==> src/rtl/uart_pkg.sv <==
// ----------------------------------------------------------------------------
// uart_pkg
//   Shared definitions for the UART transmit arbiter slice.
//   - UART_DATA_W     : serialiser byte width
//   - FRAME_TICKS_DEF : default baud ticks per frame (1 start + 8 data + 2 stop)
//   - GAP_CYCLES_DEF  : default idle clocks after a frame
//   - arb_state_e     : arbiter FSM states ARB_IDLE..ARB_GAP
//   - wrap_inc()      : modulo-n increment used for the round-robin pointer
// ----------------------------------------------------------------------------
package uart_pkg;

    localparam int unsigned UART_DATA_W     = 8;
    localparam int unsigned FRAME_TICKS_DEF = 11;
    localparam int unsigned GAP_CYCLES_DEF  = 2;

    typedef enum logic [2:0] {
        ARB_IDLE  = 3'd0,
        ARB_LOAD  = 3'd1,
        ARB_START = 3'd2,
        ARB_WAIT  = 3'd3,
        ARB_GAP   = 3'd4
    } arb_state_e;

    // Increment v, wrapping n-1 back to 0.
    function automatic int unsigned wrap_inc(input int unsigned v, input int unsigned n);
        return (v + 1 >= n) ? 0 : v + 1;
    endfunction

endpackage

==> src/rtl/uart_rr_pick.sv <==
// ----------------------------------------------------------------------------
// uart_rr_pick
//   Combinational round-robin picker. Scans the request vector starting at the
//   pointer position and wrapping N_REQ-1 -> 0; the first set bit wins.
//   Ports:
//     i_req   [N_REQ]  request vector
//     i_ptr   [IDX_W]  scan start index (must be < N_REQ)
//     o_grant [N_REQ]  one-hot grant (all zero when no request)
//     o_idx   [IDX_W]  index of the granted request
//     o_any   1        at least one request present
// ----------------------------------------------------------------------------
module uart_rr_pick #(
    parameter int unsigned N_REQ = 4,
    parameter int unsigned IDX_W = $clog2(N_REQ)
) (
    input  logic [N_REQ-1:0] i_req,
    input  logic [IDX_W-1:0] i_ptr,
    output logic [N_REQ-1:0] o_grant,
    output logic [IDX_W-1:0] o_idx,
    output logic             o_any
);

    always_comb begin
        int unsigned cand;
        logic        found;
        cand    = 0;
        found   = 1'b0;
        o_grant = '0;
        o_idx   = '0;
        for (int unsigned i = 0; i < N_REQ; i++) begin
            cand = (32'(i_ptr) + i) % N_REQ;
            if (!found && i_req[IDX_W'(cand)]) begin
                found                   = 1'b1;
                o_grant[IDX_W'(cand)]   = 1'b1;
                o_idx                   = IDX_W'(cand);
            end
        end
        o_any = found;
    end

endmodule

==> src/rtl/uart_tx_arbiter.sv <==
// ----------------------------------------------------------------------------
// uart_tx_arbiter
//   Shares one uart_tx serialiser between N_REQ byte requesters. A winner is
//   picked round-robin while idle, its byte is latched and held on o_tx_data,
//   o_tx_en pulses once, and the frame is timed by counting i_bd ticks before
//   a short gap and the next grant.
//   Build option: define UART_ARB_PRIO0_EN to give requester 0 strict priority
//   (others round-robin among themselves; a grant to 0 leaves the pointer).
//   Ports:
//     i_clk        clock
//     i_rst_n      asynchronous active-low reset (drops any frame in flight)
//     i_bd         1-cycle baud tick shared with the serialiser
//     i_req_valid  per-requester byte valid
//     i_req_data   byte of requester k at [8k+7:8k]
//     o_req_ready  one-hot accept strobe, only while idle
//     o_tx_en      1-cycle start pulse to the serialiser
//     o_tx_data    byte to the serialiser, stable from LOAD to end of GAP
//     o_busy       high in every state except idle
//     o_grant_id   index of the last granted requester
//   GAP_CYCLES must be at least 1.
// ----------------------------------------------------------------------------
module uart_tx_arbiter
    import uart_pkg::*;
#(
    parameter int unsigned N_REQ       = 4,
    parameter int unsigned FRAME_TICKS = FRAME_TICKS_DEF,
    parameter int unsigned GAP_CYCLES  = GAP_CYCLES_DEF
) (
    input  logic                         i_clk,
    input  logic                         i_rst_n,
    input  logic                         i_bd,
    input  logic [N_REQ-1:0]             i_req_valid,
    input  logic [UART_DATA_W*N_REQ-1:0] i_req_data,
    output logic [N_REQ-1:0]             o_req_ready,
    output logic                         o_tx_en,
    output logic [UART_DATA_W-1:0]       o_tx_data,
    output logic                         o_busy,
    output logic [$clog2(N_REQ)-1:0]     o_grant_id
);

    localparam int unsigned IDX_W  = $clog2(N_REQ);
    localparam int unsigned TICK_W = $clog2(FRAME_TICKS + 1);
    localparam int unsigned GAP_W  = $clog2(GAP_CYCLES + 1);

    arb_state_e state_q, state_d;

    logic [IDX_W-1:0]       ptr_q, ptr_d;
    logic [IDX_W-1:0]       gid_q, gid_d;
    logic [UART_DATA_W-1:0] data_q, data_d;
    logic [TICK_W-1:0]      tick_q, tick_d;
    logic [GAP_W-1:0]       gap_q, gap_d;
    logic                   tx_en_q;

    // ------------------------------------------------------------------------
    // Arbitration
    // ------------------------------------------------------------------------
    logic [N_REQ-1:0]       rr_req;
    logic [N_REQ-1:0]       rr_grant;
    logic [IDX_W-1:0]       rr_idx;
    logic                   rr_any;

    logic [N_REQ-1:0]       win_grant;
    logic [IDX_W-1:0]       win_idx;
    logic                   win_any;
    logic                   win_moves_ptr;
    logic [UART_DATA_W-1:0] win_byte;
    logic                   accept;

`ifdef UART_ARB_PRIO0_EN
    // Requester 0 is handled outside the round-robin ring.
    assign rr_req = {i_req_valid[N_REQ-1:1], 1'b0};
`else
    assign rr_req = i_req_valid;
`endif

    uart_rr_pick #(
        .N_REQ (N_REQ),
        .IDX_W (IDX_W)
    ) u_pick (
        .i_req   (rr_req),
        .i_ptr   (ptr_q),
        .o_grant (rr_grant),
        .o_idx   (rr_idx),
        .o_any   (rr_any)
    );

    always_comb begin
        win_grant     = rr_grant;
        win_idx       = rr_idx;
        win_any       = rr_any;
        win_moves_ptr = 1'b1;
`ifdef UART_ARB_PRIO0_EN
        if (i_req_valid[0]) begin
            win_grant     = N_REQ'(1);
            win_idx       = '0;
            win_any       = 1'b1;
            win_moves_ptr = 1'b0;
        end
`endif
    end

    // Unpack the byte lanes so the winner can be selected by index.
    logic [UART_DATA_W-1:0] req_bytes [N_REQ];
    for (genvar k = 0; k < N_REQ; k++) begin : g_lane
        assign req_bytes[k] = i_req_data[k*UART_DATA_W +: UART_DATA_W];
    end

    assign win_byte = req_bytes[win_idx];
    assign accept   = (state_q == ARB_IDLE) && win_any;

    // ------------------------------------------------------------------------
    // Frame timing
    // ------------------------------------------------------------------------
    logic frame_done;
    logic gap_done;

    // Only ticks seen while in WAIT count; a tick during START is ignored.
    assign frame_done = (state_q == ARB_WAIT) && i_bd &&
                        (tick_q == TICK_W'(FRAME_TICKS - 1));
    assign gap_done   = (state_q == ARB_GAP) && (gap_q == GAP_W'(GAP_CYCLES - 1));

    always_comb begin
        tick_d = tick_q;
        if (state_q == ARB_WAIT && i_bd) begin
            if (frame_done) begin
                tick_d = '0;
            end else if (tick_q != TICK_W'(FRAME_TICKS)) begin
                tick_d = tick_q + 1'b1;
            end
        end
    end

    always_comb begin
        gap_d = '0;
        if (state_q == ARB_GAP && !gap_done) begin
            gap_d = gap_q + 1'b1;
        end
    end

    // ------------------------------------------------------------------------
    // Grant bookkeeping and byte latch
    // ------------------------------------------------------------------------
    always_comb begin
        ptr_d  = ptr_q;
        gid_d  = gid_q;
        data_d = data_q;
        if (accept) begin
            data_d = win_byte;
            gid_d  = win_idx;
            if (win_moves_ptr) begin
                ptr_d = IDX_W'(wrap_inc(32'(win_idx), N_REQ));
            end
        end
    end

    // ------------------------------------------------------------------------
    // FSM: state register
    // ------------------------------------------------------------------------
    always_ff @(posedge i_clk or negedge i_rst_n) begin
        if (!i_rst_n) begin
            state_q <= ARB_IDLE;
        end else begin
            state_q <= state_d;
        end
    end

    // FSM: next state
    always_comb begin
        state_d = state_q;
        unique case (state_q)
            ARB_IDLE:  if (win_any) state_d = ARB_LOAD;
            ARB_LOAD:  state_d = ARB_START;
            ARB_START: state_d = ARB_WAIT;
            ARB_WAIT:  if (frame_done) state_d = ARB_GAP;
            ARB_GAP:   if (gap_done) state_d = ARB_IDLE;
            default:   state_d = ARB_IDLE;
        endcase
    end

    // FSM: outputs
    always_comb begin
        o_busy      = (state_q != ARB_IDLE);
        o_req_ready = '0;
        // Gate with reset so no strobe is offered while the arbiter is held.
        if (state_q == ARB_IDLE && i_rst_n) begin
            o_req_ready = win_grant;
        end
    end

    // ------------------------------------------------------------------------
    // Datapath registers
    // ------------------------------------------------------------------------
    always_ff @(posedge i_clk or negedge i_rst_n) begin
        if (!i_rst_n) begin
            ptr_q   <= '0;
            gid_q   <= '0;
            data_q  <= '0;
            tick_q  <= '0;
            gap_q   <= '0;
            tx_en_q <= 1'b0;
        end else begin
            ptr_q   <= ptr_d;
            gid_q   <= gid_d;
            data_q  <= data_d;
            tick_q  <= tick_d;
            gap_q   <= gap_d;
            // Registered so the pulse is high exactly for the START cycle.
            tx_en_q <= (state_d == ARB_START);
        end
    end

    assign o_tx_en    = tx_en_q;
    assign o_tx_data  = data_q;
    assign o_grant_id = gid_q;

endmodule

==> config.mk <==
export PLATFORM = sky130hd
export DESIGN_NAME = uart_tx_arbiter
export DESIGN_NICKNAME = d
export VERILOG_FILES = /design/src/rtl/uart_pkg.sv /design/src/rtl/uart_rr_pick.sv /design/src/rtl/uart_tx_arbiter.sv
export SDC_FILE = /design/constraint.sdc
export NUM_CORES = 1
export LEC_CHECK = 0
export CAP_MARGIN = 30
export CORE_MARGIN = 3
export CORE_UTILIZATION = 49
export DETAILED_ROUTE_END_ITERATION = 7
export HOLD_SLACK_MARGIN = 0.06
export PLACE_DENSITY = 0.94
export SLEW_MARGIN = 25
export SYNTH_ARGS = -nofsm -noshare
export SYNTH_HDL_FRONTEND = slang
export SYNTH_SLANG_ARGS = --single-unit
==> constraint.sdc <==
create_clock -name i_clk -period 4.3 [get_ports i_clk]
set_input_delay 0.43 -clock i_clk [delete_from_list [all_inputs] [get_ports i_clk]]
set_output_delay 0.43 -clock i_clk [all_outputs]
set_load 0.03 [all_outputs]
==> results.json <==
{
  "ff2ff_setup_slack_ps": 990,
  "setup-violations-final": 0,
  "timing.critical_path.required_ps": 3870,
  "fraction_of_the_mapped_netlist_area_in_compound_gates_pct": 16.7,
  "reg2reg_capture_point": "o_tx_data[7]$_DFFE_PN0P_",
  "pre_cts_slack_ps": 923,
  "critical-path-top-delay-family": "buffers and inverters",
  "max_slew.worst_pin.slew_ps": 875,
  "clock_tree.htree_level_count": 1,
  "cell_with_the_biggest_individual_delay_on_the_critical_path": "clkdlybuf4s50_1",
  "route.detailed.vias_per_inst": 5.56,
  "num_antenna_cells": 0,
  "finalCritPeriodShare_pct": 87.3,
  "rsz0062_at_grt": "false",
  "outcome": "completed",
  "yosys-top-cells-area": "dfrtp_1 34%, mux2i_1 11%, ha_1 7.8%, mux4_2 5.6%, o221ai_1 5.4%",
  "drtIter0Drc": 76,
  "area_of_all_sequential_standard_cells_um2": 551,
  "yosys_warnings": 0,
  "drc_errors": 0,
  "dr.pass1.iters": 4,
  "startpoint": "ptr_q[1]$_DFFE_PN0P_",
  "synth_simple_gate_area_share_pct": 16.2,
  "routed_wirelength_um": 3870,
  "share_of_cell_area_taken_by_muxes_after_synthesis_pct": 17.6,
  "final_period_minus_worst_setup_slack_ps": 3750,
  "max_stage_delay_ps": 670,
  "maxCapViolCount": 0,
  "clk_path_buf_depth": 2,
  "areaGrowthSynthToFinish_pct": 37.6,
  "fillerInstances": 256,
  "die_width_um": 63.3,
  "final_antenna_net_count": 0,
  "core_region_area_mm2": 0.00310,
  "grt_first_pass_wirelength_um": 6580,
  "slew_viol_final": 0,
  "critPathLaunchType": "flop",
  "io_buffer_count": 54,
  "vertical_die_dimension_um": 63.3,
  "synth_sequential_area_ratio_pct": 34.2,
  "report.final.hold_viol_count": 0,
  "cp_max_fo": 10,
  "synth_top_family_by_area": "multiplexers",
  "netlist.area_leader.share_pct": 34.2,
  "global_route.usage.total_pct": 20.6,
  "synth.distinct_cells": 40,
  "worst_clock_skew_ps": 7.58,
  "timing.reg2reg.worst_path_depth": 7,
  "synth.ff_latch_count": 22,
  "avgSynthCellArea_um2": 9.74,
  "cts_hold_repair.buffers": 0,
  "vias_in_the_first_global_route": 1494,
  "initial_core_util_pct": 51.8,
  "post-route-util_pct": 71.3,
  "gr-total-overflow": 0,
  "synth_fp_nets": 214,
  "synth_flop_cell": "dfrtp_1",
  "post_route_cells_drive_above_1_share_pct": 8.68,
  "crit_chain": "inv_1 -> ha_1 -> mux4_2 -> nor2b_4 -> a22oi_1 -> nor2_1 -> a221oi_1 -> nor2_1 -> clkdlybuf4s50_1",
  "clock_latency_at_the_later_pin_of_the_worst_skew_pair_ps": 310,
  "final.setup.worst_slack_ps": 546,
  "critPathCapture": "o_req_ready[1]",
  "place_congestion": 0.906,
  "tritoncts": "yes",
  "min-delay-path-class": "primary input to asynchronous set/reset pin",
  "yosysMostFrequentCell": "dfrtp_1",
  "timing.critical_path.to_type": "output pin",
  "grt_max_degree": 24,
  "synthesis.area_mm2": 0.00161,
  "detailed_place_hpwl_um": 3040,
  "path_depth": 9,
  "power.density_cell_area_mw_per_mm2": 678,
  "cts.clk_slew.worst_paths_ps": 120,
  "grt_antenna_before_repair": 0,
  "timing.fmax_mhz": 266,
  "nets": 269,
  "worstPathArrival_ps": 3320,
  "tritoncts_num_sinks": 22,
  "post_cts_resize_count": 0,
  "wire_per_inst_um": 14.7,
  "synth-async-reset-ratio_pct": 100,
  "clock-root-buffer": "clkbuf_4",
  "leakage_nw": 0.958,
  "synth_top_cells_by_count": "22 x dfrtp_1, 19 x nand2_1, 17 x mux2i_1, 16 x nor2_1",
  "worst-path-buf-inv": 2,
  "cp_common_cell": "nor2_1",
  "peakVddDrop_v": 0.000384,
  "finalSetupTns_ps": 0,
  "die-area_mm2": 0.00400,
  "synth_enable_flop_cells": 0,
  "design.portCount": 55,
  "synth_largest_area_cell": "dfrtp_1",
  "postCtsSetupRepairBufs": 0,
  "rows": 20,
  "timing.rr.start": "ptr_q[1]$_DFFE_PN0P_",
  "multi_input_area_um2": 970,
  "slew_headroom_pct": 41.6,
  "clock_buffers_created_by_tritoncts": 3,
  "worst-setup-path-type": "flop to output pin",
  "synth-adder-area-share_pct": 7.78,
  "totalPowerFinal_mw": 1.50,
  "synth_cells": 165,
  "via_count": 1461,
  "synth-xor-area-share_pct": 1.63
}
registers in the layout (all words and copies together), names as in the netlist:
name        flops
o_tx_data       8
tick_q          4
state_q         3
gap_q           2
o_grant_id      2
ptr_q           2
o_tx_en         1
per-layer routing:
layer	global-route usage, %	wire length (um)	part of all wire [%]
met5	0	0	0
met4	8.09	74	1.9
met3	4.10	134	3.5
met2	36.4	2090	54
met1	24.5	1580	41
layout make-up:
type,count,share of cell area [%]
well taps,44,2.49
inverters,10,1.70
repair buffers,57,25.5
clock buffers,4,1.64
flip-flops and latches,22,24.9
multi-input cells,126,43.8
worst min-delay path by stage:
stage	from	endpoint	slack, ps
after global routing	i_rst_n	o_tx_data[5]$_DFFE_PN0P_	480
after CTS	i_rst_n	o_tx_data[5]$_DFFE_PN0P_	480
after detailed placement	gap_q[0]$_DFF_PN0_	gap_q[0]$_DFF_PN0_	460
after floorplan	i_rst_n	gap_q[0]$_DFF_PN0_	130
after global placement	gap_q[0]$_DFF_PN0_	gap_q[0]$_DFF_PN0_	420
final	i_rst_n	o_tx_data[5]$_DFFE_PN0P_	470
layout by cell type, fill, tap and decap left out, types with 2 or more instances in the layout:
cell	synthesis	routed
nand2_1	19	19
mux4_2	4	4
a22oi_1	4	4
a221oi_1	4	4
o21ai_0	7	7
xnor2_1	3	3
clkbuf_4	0	3
a21oi_1	2	2
dfrtp_1	22	22
buf_4	1	3
ha_1	10	10
o221ai_1	10	10
nor2b_1	2	2
mux2_2	2	2
nand3_1	2	2
a31oi_1	3	3
nor2_1	16	16
nor3_1	4	4
clkdlybuf4s50_1	0	54
mux2i_1	17	17
inv_1	10	10
where the power goes:
part | switching, mW | internal, mW
sequential | 0.0779 | 0.294
combinational | 0.543 | 0.471
clock | 0.0618 | 0.0517
total | 0.683 | 0.817
stage by stage:
step | hold WS [ps] | std cells | area [um^2]
after floorplan | 134 | 165 | 1610
after global placement | 423 | 259 | 2180
after detailed placement | 459 | 259 | 2180
after CTS | 478 | 263 | 2210
after global routing | 478 | 263 | 2210
final | 470 | 263 | 2210
kinds of logic after synthesis:
group                    after synthesis
multiplexers                          23
flip-flops                            22
AO/OA/AOI/OAI                         36
buffers and inverters                 17
XOR/XNOR                               3
adder cells (fa/ha/maj)               10
AND/OR/NAND/NOR                       54
(Power assumes the default switching activity.)
